File: config.mk
export PLATFORM = sky130hd
export DESIGN_NAME = instr_encoder_loader
export DESIGN_NICKNAME = d
export VERILOG_FILES = /design/src/rtl/instr_encoder_loader.sv
export SDC_FILE = /design/constraint.sdc
export NUM_CORES = 1
export LEC_CHECK = 0
export CORE_MARGIN = 2
export CORE_UTILIZATION = 35
export DETAILED_ROUTE_END_ITERATION = 6
export PLACE_DENSITY = 0.7
export SLEW_MARGIN = 20
export SYNTH_ARGS = -nofsm -noshare
export SYNTH_HDL_FRONTEND = slang
export SYNTH_SLANG_ARGS = --single-unit
File: constraint.sdc
create_clock -name clk -period 5.25 [get_ports clk]
set_input_delay 1.575 -clock clk [delete_from_list [all_inputs] [get_ports clk]]
set_output_delay 1.575 -clock clk [all_outputs]
set_load 0.02 [all_outputs]
File: src/rtl/instr_encoder_loader.sv
// instr_encoder_loader: encodes mnemonic commands into MIPS R/I-type words
// and writes them sequentially into instruction memory starting at BASE.
module instr_encoder_loader #(
   parameter int                ADDR_W = 32,
   parameter logic [ADDR_W-1:0] BASE   = ADDR_W'(32'h0000_3000),
   parameter int                DEPTH  = 1024
) (
   input  logic              clk,
   input  logic              rst,
   input  logic              start,
   input  logic              cmd_valid,
   output logic              cmd_ready,
   input  logic [3:0]        cmd_op,
   input  logic [4:0]        cmd_rs,
   input  logic [4:0]        cmd_rt,
   input  logic [4:0]        cmd_rd,
   input  logic [15:0]       cmd_imm,
   input  logic              cmd_last,
   output logic              im_we,
   output logic [ADDR_W-1:0] im_addr,
   output logic [31:0]       im_wdata,
   output logic [ADDR_W-1:0] count,
   output logic              done,
   output logic              err
);
   typedef enum logic [1:0] {IDLE, RUN, DONE} state_t;
   state_t            r_state, w_next;
   logic [ADDR_W-1:0] r_ptr;
   logic              w_acc, w_legal, w_full;
   logic [5:0]        w_fn;
   logic [31:0]       w_word;

   assign cmd_ready = r_state == RUN;
   assign done      = r_state == DONE;
   assign w_acc     = cmd_valid & cmd_ready;
   assign w_legal   = cmd_op < 4'hD;
   assign w_full    = w_legal & (count + 1'b1 == ADDR_W'(DEPTH));

   // funct field for R-type ops, primary opcode for I-type ops
   always_comb begin
      w_fn = 6'h00;
      case (cmd_op)
         4'h0: w_fn = 6'h21;
         4'h1: w_fn = 6'h23;
         4'h2: w_fn = 6'h24;
         4'h3: w_fn = 6'h25;
         4'h4: w_fn = 6'h26;
         4'h5: w_fn = 6'h27;
         4'h6: w_fn = 6'h2A;
         4'h7: w_fn = 6'h2B;
         4'h8: w_fn = 6'h08;
         4'h9: w_fn = 6'h09;
         4'hA: w_fn = 6'h0C;
         4'hB: w_fn = 6'h0D;
         4'hC: w_fn = 6'h0F;
         default: w_fn = 6'h00;
      endcase
   end

   assign w_word = cmd_op[3] ? {w_fn, (cmd_op == 4'hC) ? 5'd0 : cmd_rs, cmd_rt, cmd_imm}
                             : {6'h00, cmd_rs, cmd_rt, cmd_rd, 5'd0, w_fn};

   always_comb begin
      w_next = r_state;
      if (r_state != RUN)
         w_next = start ? RUN : r_state;
      else if (w_acc & (cmd_last | w_full))
         w_next = DONE;
   end

   always_ff @(posedge clk) begin
      if (rst) begin
         r_state  <= IDLE;
         r_ptr    <= BASE;
         count    <= '0;
         im_we    <= 1'b0;
         im_addr  <= '0;
         im_wdata <= '0;
         err      <= 1'b0;
      end else begin
         r_state <= w_next;
         im_we   <= w_acc & w_legal;
         if (r_state != RUN && start) begin
            r_ptr <= BASE;
            count <= '0;
            err   <= 1'b0;
         end else if (w_acc && w_legal) begin
            im_addr  <= r_ptr;
            im_wdata <= w_word;
            r_ptr    <= r_ptr + ADDR_W'(4);
            count    <= count + 1'b1;
         end else if (w_acc) begin
            err <= 1'b1;
         end
      end
   end
endmodule

# Word level (Yosys, flattened, before mapping)
# Memory sizes are Yosys's and may differ from the RTL's.
# Index checks and enable logic that the tools add are counted.
[word_totals]
ff_bits = 132
mem_bits_ro = 80
output_inout_bits = 100
mem_count = 1
[mem_list]
columns = ["name", "depth", "word_bits", "read_ports", "rd_ports_with_merged_regs", "write_ports", "line_no", "text"]
rows = [
  ["(name not given)", 16, 5, 1, 0, 0, "42", "case (cmd_op)"],
]
[classes]
addsub = 2
order_cmp = 1
eq_ne = 6
muxes = 5
bitwise_logic = 7
n_reduce_logical = 7
[op_table]
columns = ["operator", "n"]
rows = [
  ["$add 32x1->32 const B", 1],
  ["$add 32x3->32 const B", 1],
  ["$eq 32x11->1 const B", 1],
  ["$mux 32", 1],
  ["$mux 2", 3],
  ["$reduce_and 2->1", 3],
  ["$mux 5", 1],
  ["$and 1x1->1", 4],
  ["$eq 4x4->1 const B", 1],
  ["$lt 4x4->1 const B", 1],
  ["$eq 2x1->1 const B", 1],
  ["$eq 2x2->1 const B", 1],
  ["$logic_and 1x1->1", 2],
  ["$ne 2x1->1 const B", 1],
  ["$ne 2x2->1 const B", 1],
  ["$not 1->1", 2],
  ["$reduce_bool 2->1", 1],
  ["$reduce_or 2->1", 1],
  ["$or 1x1->1", 1],
]

# Logic depth before layout (Yosys ltp)
[logic_depth]
ltp_word = 7
depth_mapped = 9
mapped_depth_nobuf = 8

# Worst setup path after synthesis
# OpenSTA, ideal clock, no wires.
[synth_path]
kind = "input -> register"
from = "input port cmd_op[0]"
to = "register r_ptr[30]"
setup_ns = 0.072
arrival_time_ns = 3.273
path_slack_ns = 1.905
path_stages = 8
n_path_buf = 1
cell_sequence = "o211ai_1 -> and2_1 -> buf_2 -> nand3_1 -> nor3_2 -> nand2_1 -> or3_1 -> a21oi_1"
[synth_between]
elab_chain_len = 2
[synth_lines]
columns = ["element", "line_no", "text"]
rows = [
  ["start, declared", "13", "input logic [3:0] cmd_op,"],
  ["$lt 4x4->1", "36", "assign w_legal = cmd_op < 4'hD;"],
  ["$logic_and 1x1->1", "87", "end else if (w_acc && w_legal) begin"],
  ["end signal, assigned", "90", "r_ptr <= r_ptr + ADDR_W'(4);"],
  ["end, declared", "28", "logic [ADDR_W-1:0] r_ptr;"],
]
# No other way between the ends.
# A chain may end at the register's enable or synchronous reset.

# Worst setup path after layout
[layout_path]
from = "input port cmd_op[1]"
to = "register r_ptr[26]"
# The elaborated chain is that of the path after synthesis.

==> impl_metrics.tcl <==
set metrics [dict create \
    root_buffer "clkbuf_16" \
    synth-edff-count 0 \
    grt_pass1_vias 4752 \
    cp.required_ns 5.60 \
    wl_mm 15.2 \
    cts_tree "done" \
    port_buffers 135 \
    cts_sinks 126 \
    antenna_cells 0 \
    critPathLaunchType "primary input" \
    seq_area_frac_synth 0.443 \
    synth_top_cell_by_area "dfxtp_1" \
    async_reset_ff_frac 0 \
    num_rows 46 \
    cts_resized 0 \
    numCtsBuffers 17 \
    vias_per_cell 5.04 \
    clk_path_buf_depth 2 \
    worstMarginPinSlew_ns 0.891 \
    slew_headroom 0.401 \
    post-cts-setup-buffers 0 \
    drive_above_1_share 0.0709 \
    h-tree-depth 4 \
    antenna_found_initial 0 \
    clock_skew_ns 0.00852 \
    whs_ns 0.451 \
    crit_path_top_delay_cell "clkdlybuf4s50_1" \
    cp.arrival_ns 4.24 \
    grt_start_max_net_pins 61 \
    path_clk_slew_ns 0.06 \
    yosys_warnings 0 \
    fp.coreArea_um2 15900 \
    finalSetupViolCount 0 \
    clk_latency_ns 0.42 \
    ios 140 \
    ant_nets 0 \
    path_cells "clkdlybuf4s50_1 -> o211ai_1 -> buf_4 -> and2_2 -> nand3_1 -> nor3_2 -> nand2_1 -> or3_1 -> a21oi_1" \
    synth.top_cell.area_share 0.443 \
    place_congestion 0.872 \
    power.density_nw_per_um2 313 \
    avgSynthCellArea_um2 8.22 \
    cp_slowest_stage_delay_ns 0.52 \
    yosysMostFrequentCell "dfxtp_1" \
    hold_path.class "register to register" \
    worstPathMaxFanout 12 \
    vias 5216 \
    first_iter_violations 286 \
    tns_ns 0 \
    die_height_um 132 \
    drc 0 \
    synth_cells 693 \
    finalPower_mw 2.43 \
    firstDrtPassIters 4 \
    area_growth_pct 36.7 \
    status "finished, final reports clean" \
    synthTopCellsByCount "dfxtp_1 (126), nand2_1 (110), nor2_1 (86), a21oi_1 (61), xor2_1 (35)" \
    hold_viol 0 \
    ctsHoldBuffers 0 \
    start_util 0.358 \
    hpwl_mm 10.4 \
    wl_per_cell_um 14.7 \
    grt_usage 0.174 \
    grt_pass1_wl_mm 24.3 \
    fin_crit_sh 0.740 \
    ys.flop_type "dfxtp_1" \
    die_w_um 132 \
    slew_viol_final 0 \
    die_area_um2 17300 \
    cp-end-kind "register" \
    maxCapViolations 0 \
    synth_area_um2 5690 \
    irDropWorstVdd_v 0.000247 \
    gr-total-overflow 0 \
    max_freq_mhz 258 \
    fin_crit_ns 3.88 \
    synth_cell_types 60 \
    grt_setup_unrepaired "no" \
    p_leak_nw 2.63 \
    yosys-top-cells-area "dfxtp_1 (44%), nand2_1 (7.3%), nor2_1 (5.7%)" \
    fin_util 0.490 \
    worst-setup-path-type "primary input to register" \
    synth-seq-cells 126 \
    final_nets 848 \
]
-- flip-flops by register name, indices dropped and copies added (netlist names) --
signal,count
im_we,1
r_state,2
count,32
im_wdata,30
err,1
r_ptr,30
im_addr,30
-- per-stage QoR --
step | setup slack, ns | std cells | area (um^2)
finish | 1.37 | 1034 | 7780
global route | 1.17 | 1034 | 7780
CTS | 1.39 | 1034 | 7780
detailed placement | 0.977 | 1002 | 7120
global placement | 1.05 | 1002 | 7120
floorplan | 1.91 | 696 | 5710
-- power breakdown --
part	switching [mW]	internal [mW]	total, mW	leakage [nW]
Clock	0.440	0.873	1.31	0.322
Combinational	0.0823	0.0630	0.145	1.29
Sequential	0.00689	0.969	0.976	1.02
Total	0.529	1.90	2.43	2.63
-- final timing paths --
kind,from,slack [ns],end,depth (start not counted)
worst min-delay path,im_addr[13],0.45,im_addr[13],2
worst max register to register,count[11],2.27,r_state[0],7
worst min register to register,im_addr[13],0.45,im_addr[13],2
worst max-delay path,cmd_op[1],1.37,r_ptr[26],9
-- final cells by class --
type / count / area (um^2)
flip-flops and latches: 126 / 2520
clock inverters: 12 / 206
multi-input cells: 512 / 2910
inverters: 6 / 22.5
repair buffers: 142 / 1400
well taps: 216 / 270
fillers: 1535 / 8100
clock buffers: 20 / 457
-- logic make-up (layout without fill, tap and decap cells) --
| group | count (synthesis) | in the layout | synth area share |
|---|---|---|---|
| and+or+nand+nor | 321 | 321 | 0.272 |
| buffers and inverters | 58 | 180 | 0.0510 |
| adders and majority gates | 3 | 3 | 0.00659 |
| other | 1 | 4 | 0.000659 |
| AOI/OAI and AO/OA | 120 | 120 | 0.126 |
| DFF | 126 | 126 | 0.443 |
| muxes | 11 | 11 | 0.0193 |
| xor gates and xnor gates | 53 | 53 | 0.0815 |
-- layer usage --
metal | part of all wire | up-vias | global-route usage | wire [um]
met3 | 0.060 | 14 | 0.0459 | 915
met5 | 0 | - | 0 | 0
met1 | 0.48 | 2419 | 0.227 | 7240
li1 | - | 2623 | - | -
met4 | 0.014 | 0 | 0.0622 | 216
met2 | 0.45 | 160 | 0.276 | 6790
-- worst max-delay path: cells and delay by family --
family	cells	cell delay, ns
and+or+nand+nor	5	1.54
buffers and inverters	2	0.70
AOI/OAI and AO/OA	2	0.41
-- placed cells by master (no fill, tap or decap), types with 2 or more instances in the layout --
cell,instances
mux2i_1,11
conb_1,4
and4_1,6
and3_1,11
a31oi_1,3
and2_2,2
ha_1,3
clkbuf_8,2
nor2b_1,2
or3_2,2
or3b_2,2
and2_1,3
a22o_1,5
a22oi_1,6
xnor2_1,18
nand2b_1,2
nor3_1,11
clkinv_4,2
buf_4,7
nor4_1,9
nor2_1,86
inv_6,3
o21ai_0,21
or3_1,13
and3_2,2
clkbuf_16,17
xor2_1,35
clkdlybuf4s50_1,134
nand4_1,22
a211oi_1,10
nand2_1,109
or2_2,2
a21oi_1,61
nand3_1,26
o2111ai_1,2
inv_1,6
o32a_1,2
bufinv_16,5
dfxtp_1,126
Note: power is estimated with default switching activity, not from simulation.
